[src/rtl/mux_ctrl_pkg.sv]
// mux_ctrl_pkg: shared sizes, FSM states and index helper for the mux select arbiter
package mux_ctrl_pkg;

    localparam int NREQ  = 8;
    localparam int SEL_W = 3;

    typedef enum logic {IDLE, BUSY} state_t;

    // Binary index of a one-hot vector; all-zero maps to 0
    function automatic logic [SEL_W-1:0] onehot_to_idx(input logic [NREQ-1:0] oh);
        onehot_to_idx = '0;
        for (int i = 0; i < NREQ; i++)
            if (oh[i]) onehot_to_idx = onehot_to_idx | SEL_W'(i);
    endfunction

endpackage

[src/rtl/rr_pick8.sv]
// rr_pick8: combinational round-robin pick of the first eligible request at or after ptr
module rr_pick8
    import mux_ctrl_pkg::*;
(
    input  logic [NREQ-1:0]  req,
    input  logic [SEL_W-1:0] ptr,
    input  logic [NREQ-1:0]  excl,
    output logic             found,
    output logic [SEL_W-1:0] idx
);

    logic [2*NREQ-1:0] dbl;
    logic [NREQ-1:0]   rot;
    logic [NREQ-1:0]   low;

    // Rotate so ptr lands at bit 0, isolate the lowest set bit, then rotate the index back
    always_comb begin
        dbl   = {2{req & ~excl}} >> ptr;
        rot   = dbl[NREQ-1:0];
        low   = rot & (~rot + 8'd1);
        found = |rot;
        idx   = onehot_to_idx(low) + ptr;
    end

endmodule

[src/rtl/mux8_sel_arbiter.sv]
// mux8_sel_arbiter: round-robin owner of an 8:1 mux select with bounded tenure
module mux8_sel_arbiter
    import mux_ctrl_pkg::*;
#(
    parameter int HOLD_MAX = 16
) (
    input  logic             clk,
    input  logic             rst_n,
    input  logic [NREQ-1:0]  req,
    input  logic             done,
    output logic [NREQ-1:0]  grant,
    output logic             grant_valid,
    output logic [SEL_W-1:0] sel,
    output logic             timeout
);

    localparam logic [7:0] HOLD_LIM = 8'(HOLD_MAX);

    state_t           state;
    logic [SEL_W-1:0] ptr;
    logic [7:0]       hold_cnt;
    logic             at_max;
    logic             rel;
    logic             ex_found;
    logic             pl_found;
    logic [SEL_W-1:0] ex_idx;
    logic [SEL_W-1:0] pl_idx;
    logic             found;
    logic [SEL_W-1:0] win;

    // Prefer anyone but the current owner; fall back to the owner only if it is the sole requester
    rr_pick8 u_pick_ex (.req(req), .ptr(ptr), .excl(grant), .found(ex_found), .idx(ex_idx));
    rr_pick8 u_pick_pl (.req(req), .ptr(ptr), .excl('0),    .found(pl_found), .idx(pl_idx));

    // Release conditions for the current owner and the merged winner
    always_comb begin
        at_max = hold_cnt == HOLD_LIM;
        rel    = done | ~req[sel] | at_max;
        found  = ex_found | pl_found;
        win    = ex_found ? ex_idx : pl_idx;
    end

    // FSM with registered grant/sel/timeout; sel keeps its last value when idle
    always_ff @(posedge clk or negedge rst_n) begin
        if (!rst_n) begin
            state       <= IDLE;
            ptr         <= '0;
            hold_cnt    <= '0;
            grant       <= '0;
            grant_valid <= 1'b0;
            sel         <= '0;
            timeout     <= 1'b0;
        end else begin
            timeout <= 1'b0;
            if (state == IDLE || rel) begin
                if (state == BUSY) timeout <= at_max;
                if (found) begin
                    state       <= BUSY;
                    grant       <= NREQ'(1) << win;
                    grant_valid <= 1'b1;
                    sel         <= win;
                    ptr         <= win + 3'd1;
                    hold_cnt    <= 8'd1;
                end else begin
                    state       <= IDLE;
                    grant       <= '0;
                    grant_valid <= 1'b0;
                    hold_cnt    <= '0;
                end
            end else if (hold_cnt < HOLD_LIM) begin
                hold_cnt <= hold_cnt + 8'd1;
            end
        end
    end

endmodule

[config.mk]
export PLATFORM = sky130hd
export DESIGN_NAME = mux8_sel_arbiter
export DESIGN_NICKNAME = d
export VERILOG_FILES = /design/src/rtl/mux_ctrl_pkg.sv /design/src/rtl/rr_pick8.sv /design/src/rtl/mux8_sel_arbiter.sv
export SDC_FILE = /design/constraint.sdc
export NUM_CORES = 1
export LEC_CHECK = 0
export BUFFER_PORTS_ARGS = -buffer_cell sky130_fd_sc_hd__buf_4
export CAP_MARGIN = 40
export CORE_ASPECT_RATIO = 1.75
export CORE_MARGIN = 2
export CORE_UTILIZATION = 60
export DETAILED_ROUTE_END_ITERATION = 6
export GPL_ROUTABILITY_DRIVEN = 1
export GPL_TIMING_DRIVEN = 1
export PLACE_DENSITY = 0.79
export SLEW_MARGIN = 20
export SYNTH_ARGS = -nofsm -noshare
export SYNTH_HDL_FRONTEND = slang
export SYNTH_SLANG_ARGS = --single-unit
[constraint.sdc]
create_clock -name clk -period 5.7 [get_ports clk]
set_input_delay 1.71 -clock clk [delete_from_list [all_inputs] [get_ports clk]]
set_output_delay 1.71 -clock clk [all_outputs]
set_load 0.1 [all_outputs]
**Word level (Yosys, flattened, before mapping)**

Cells that the tools add are included.

- Input port bits: 11
- Bits in registers: 24
- Word-level logic and storage cells: 58
- Output and inout port bits: 13

- Magnitude comparators: 2
- Reductions and logical operators: 5
- Shifts and indexed selects: 3
- Mux-type cells: 24
- $add $sub $neg: 6
- Equality and inequality tests: 1
- Bitwise logic cells: 11

Operators by type and width:

| operator | count |
|---|---|
| >> shifter 16 x 3 -> 8 bit | 2 |
| 2-to-1 mux 3 bit | 9 |
| adder 8 x 1 -> 8 bit (second input constant) | 3 |
| AND 8 bit | 3 |
| 2-to-1 mux 8 bit | 3 |
| NOT 8 bit | 3 |
| OR reduction 8 bit | 2 |
| equality test 8 x 5 -> 1 bit (second input constant) | 1 |
| less-than comparator 8 x 5 -> 1 bit (second input constant) | 1 |
| 2-to-1 mux 2 bit | 4 |
| << shifter 1 x 3 -> 8 bit (first input constant) | 1 |
| 2-to-1 mux 1 bit | 7 |
| adder 3 bit | 2 |
| less-than comparator 3 x 4 -> 1 bit (second input constant) | 1 |
| adder 3 x 1 -> 3 bit (second input constant) | 1 |
| binary-select mux 1 bit (select 3 bit) | 1 |
| bitwise OR 1 bit | 3 |
| NOT 1 bit | 2 |
| AND reduction 2 bit | 1 |
| nonzero test 2 bit | 1 |
| logical OR 1 bit | 1 |

**Longest topological paths before layout**

- Depth in word-level cells: 17
- Gate-level depth with buffers: 19
- Mapped depth without buffers: 16

**Hierarchy**

From an unflattened synthesis, not the netlist that was laid out.

- Cell total of the unflattened synthesis: 242
- Area total of the unflattened synthesis: 2613.8 µm²

Modules (own cells, without submodules):

| module | area each (µm²) | times used | cells each | sequential area each (µm²) |
|---|---|---|---|---|
| rr_pick8 | 676.9 | 2 | 67 | 0.0 |
| mux8_sel_arbiter | 1260.0 | 1 | 108 | 600.6 |

**Worst setup path before layout**

Ideal clock, no wire load.

- Kind: input-to-reg
- Start point: in req[5]
- End point: reg ptr[2]
- Required time: 5.575 ns
- Stages on the path: 13
- Arrival time: 4.848 ns
- Library setup time: 0.125 ns
- Path buffers: 1
- Setup slack: 0.727 ns
- Cells stage by stage: buf_6 > and2b_1 > mux4_2 > a221o_1 > o41ai_1 > ha_1 > inv_1 > fa_1 > xnor2_1 > xnor2_2 > inv_1 > ha_1 > mux2_2

- Cells in the longest elaborated chain, start to end: 15
- Elaborated cells on any way between the ends: 37
- Those cells by class: add/sub (5); shift (2); mux (17); bitwise (9); reduce/logical (4)

Ends and longest elaborated chain:

| item | RTL line | text |
|---|---|---|
| start: declaration | mux8_sel_arbiter.sv:9 | `input logic [NREQ-1:0] req,` |
| AND 8 bit | rr_pick8.sv:18 | `dbl = {2{req & ~excl}} >> ptr;` |
| >> shifter 16 x 3 -> 8 bit | rr_pick8.sv:18 |  |
| NOT 8 bit | rr_pick8.sv:20 | `low = rot & (~rot + 8'd1);` |
| adder 8 x 1 -> 8 bit | rr_pick8.sv:20 |  |
| AND 8 bit | rr_pick8.sv:20 |  |
| 2-to-1 mux 1 bit | mux_ctrl_pkg.sv:13 | `if (oh[i]) onehot_to_idx = onehot_to_idx \| SEL_W'(i);` |
| 2-to-1 mux 2 bit (2 in series) | mux_ctrl_pkg.sv:13 |  |
| 2-to-1 mux 3 bit (4 in series) | mux_ctrl_pkg.sv:13 |  |
| adder 3 bit | rr_pick8.sv:22 | `idx = onehot_to_idx(low) + ptr;` |
| 2-to-1 mux 3 bit | mux8_sel_arbiter.sv:40 | `win = ex_found ? ex_idx : pl_idx;` |
| adder 3 x 1 -> 3 bit | mux8_sel_arbiter.sv:62 | `ptr <= win + 3'd1;` |
| end signal: assignment | mux8_sel_arbiter.sv:62 |  |
| end: declaration | mux8_sel_arbiter.sv:20 | `logic [SEL_W-1:0] ptr;` |

Several ways; a longest one is shown, not always the timed one. The select of a mux whose other input is x is not followed.
A chain may end at the register's enable or synchronous reset.

**Final worst setup path**

- Start point: in req[2]
- End point: reg ptr[2]

Same word-level chain as after synthesis.

==> impl_results.md <==
- Final instance area: 0.00249 sq mm
- Syn_nets: 261
- Routed length per placed instance: 17.9 um
- Area Growth Syn to Fin: 8.91%
- Worst-Margin Slew: 0.849 ns
- Detailed placer's ending HPWL: 4140 um
- Input/output buffers: 23
- Initial DRT Pass Iterations: 4
- Final net count: 277
- Die width: 50.7 um
- Total GRT Usage: 27.0%
- Synth warn: 0
- Core Rows: 29
- Endpoints failing hold: 0
- R2R setup slack: 1.42 ns
- RSZ-0062 raised after global routing: false
- Max_cap viols: 0
- HP Class: reg2reg
- Peak Freq: 198 MHz
- Final worst path period share: 88.7%
- Fraction of registers with async set/reset: 100%
- CTS Buffer Depth: 2
- Area leader, netlist: dfrtp_1
- CP Max Fanout: 10
- Worst-Skew Late Latency: 0.27 ns
- Avg Inst Size Synth: 9.54 sq um
- DRC errors left: 0
- Mapped Area: 0.00229 sq mm
- Clock skew: 0.00147 ns
- Setup TNS: 0 ns
- Post-DRT Antenna Nets: 0
- H-tree depth: 1
- Register bit total from synthesis: 24
- Worst-path clk slew: 0.08 ns
- Largest net degree at the start of global routing: 33
- N_diodes: 0
- Top cells by area, synth: dfrtp_1 (26%), mux4_2 (6.9%), ha_1 (4.9%), nand2b_1 (3.8%), buf_6 (3.4%)
- Fillers: 306
- Final Setup Violations: 0
- Setup Crit Path Kind: in2reg
- DRT Wirelength: 5380 um
- Yosys top cell area share: 26.2%
- Post-DP Area: 0.00240 sq mm
- Die area: 0.00434 sq mm
- Vias per std cell: 6.36
- GPL Wtd Cong: 0.897
- First-pass GRT wire length: 9030 um
- Vias in the first global route: 1926
- Nature of the critical path endpoint: flip-flop
- Tmin final: 5.05 ns
- DR vias: 1915
- I/O pin cnt: 24
- Clock Tree Root: clkbuf_8
- PostCTS Resize Cnt: 0
- Initial antenna violation count: 0
- Status: completed
- Grt total ovfl: 0
- Number of synthesized flops with an enable pin: 0
- Share of layout cells above drive strength 1: 23.5%
- Setup Fix Bufs, Post-CTS: 0
- Synth cell types: 70
- TritonCTS clock tree: built
- Initial core utilization: 63.1%
- Num CTS Buffers: 3
- Arrival @ worst endpoint: 5.21 ns
- Max Slew Vio Count: 0
- Rel. slew slack: 42.9%
- DRT iter0 DRCs: 35
- CTS Sinks: 24
- Die H: 85.7 um
- Req. time, crit path: 5.86 ns
- Crit start category: input port
- Core footprint: 0.00363 sq mm
- Post-CTS Hold Buffers: 0
- Seq/Total Area, Yosys: 26.2%
- Top_reg_cell synth: dfrtp_1
- Synthesized instance count: 240
state kept, by name (all words and copies together), names as in the netlist:
| register | flops |
|---|---|
| grant | 8 |
| hold_cnt | 8 |
| ptr | 3 |
| sel | 3 |
| state | 1 |
| timeout | 1 |
critical path: stages:
cell and delay, ns:
buf_4 0.16, nand2b_1 0.13, mux4_2 0.29, nor4b_1 0.49
o21bai_2 0.16, o41ai_1 0.43, ha_1 0.21, inv_1 0.05
fa_1 0.37, xnor2_1 0.17, xnor2_2 0.39, inv_1 0.09
ha_1 0.30, mux2_2 0.26
cells in the final DEF, fill, tap and decap left out, types with 3 or more instances in the layout:
cell	netlist	routed
ha_1	9	9
nor3_1	5	5
nor2b_1	6	6
nand3_1	3	3
clkbuf_8	0	4
buf_4	1	23
inv_1	11	11
a32o_1	3	3
a21oi_1	15	15
mux4_2	7	7
a21o_1	3	3
nor4_1	4	4
mux2_2	3	3
dfrtp_1	24	24
mux2i_1	4	4
nor4b_1	6	6
nand2_1	21	21
xnor2_1	4	4
and2_1	7	7
nor2_1	8	8
o21ai_1	4	4
nand2b_1	14	14
nor4bb_1	4	4
o21ai_0	7	7
final timing paths:
kind | cells past startpoint | start | end
worst max-delay path | 14 | req[2] | ptr[2]
worst min-delay path | 1 | hold_cnt[4] | hold_cnt[4]
worst max register to register | 12 | ptr[1] | ptr[2]
worst min register to register | 1 | hold_cnt[4] | hold_cnt[4]
max in group asynchronous | 1 | rst_n | hold_cnt[1]
min in group asynchronous | 1 | rst_n | grant[7]
layer usage:
metal,track usage (%),up-vias,wire (um)
met1,30.7,943,2060
met4,11.3,0,174
met2,50.2,31,3050
met3,2.09,17,95
met5,0,-,0
li1,-,924,-
logic make-up after synthesis:
kind of cell / Yosys count / synth area share (%)
xor+xnor: 5 / 2.24
mux: 14 / 10.1
flops: 24 / 26.2
compound gates: 56 / 17.4
buf+inv: 28 / 7.49
simple gates: 103 / 30.7
fa+ha+maj: 10 / 5.80
area by class of cell:
cell class | instances | area, sq um | area share, %
multi-input cells | 188 | 1520 | 60.8
well taps | 46 | 57.6 | 2.31
flip-flops and latches | 24 | 601 | 24.1
repair buffers | 26 | 214 | 8.58
inverters | 13 | 48.8 | 1.96
clock buffers | 4 | 55.1 | 2.21
per-stage QoR:
stage	hold slack, ns	utilization, %	instances	setup slack, ns
after global placement	0.498	66.0	294	0.424
after floorplan	0.487	-	240	0.727
after CTS	0.531	67.6	298	0.616
after detailed placement	0.514	66.0	294	0.330
final	0.528	68.7	301	0.647
after global routing	0.556	68.7	301	0.490
synth_stat cells (all sizes together) (4+ instances only):
library cell	number
inv	13
mux4	7
nor2b	6
nor2	8
nor4bb	4
and2	7
a21o	4
nor4	7
mux2i	4
nor4b	8
nand2b	14
nand2	21
nor3	6
or2	4
ha	9
a21oi	16
xnor2	5
clkbuf	5
and2b	4
o21ai	11
buf	10
dfrtp	24
Power is left out: the tool's default activity adds up to more than one toggle a clock period on the data nets, which glitch-free logic cannot reach.
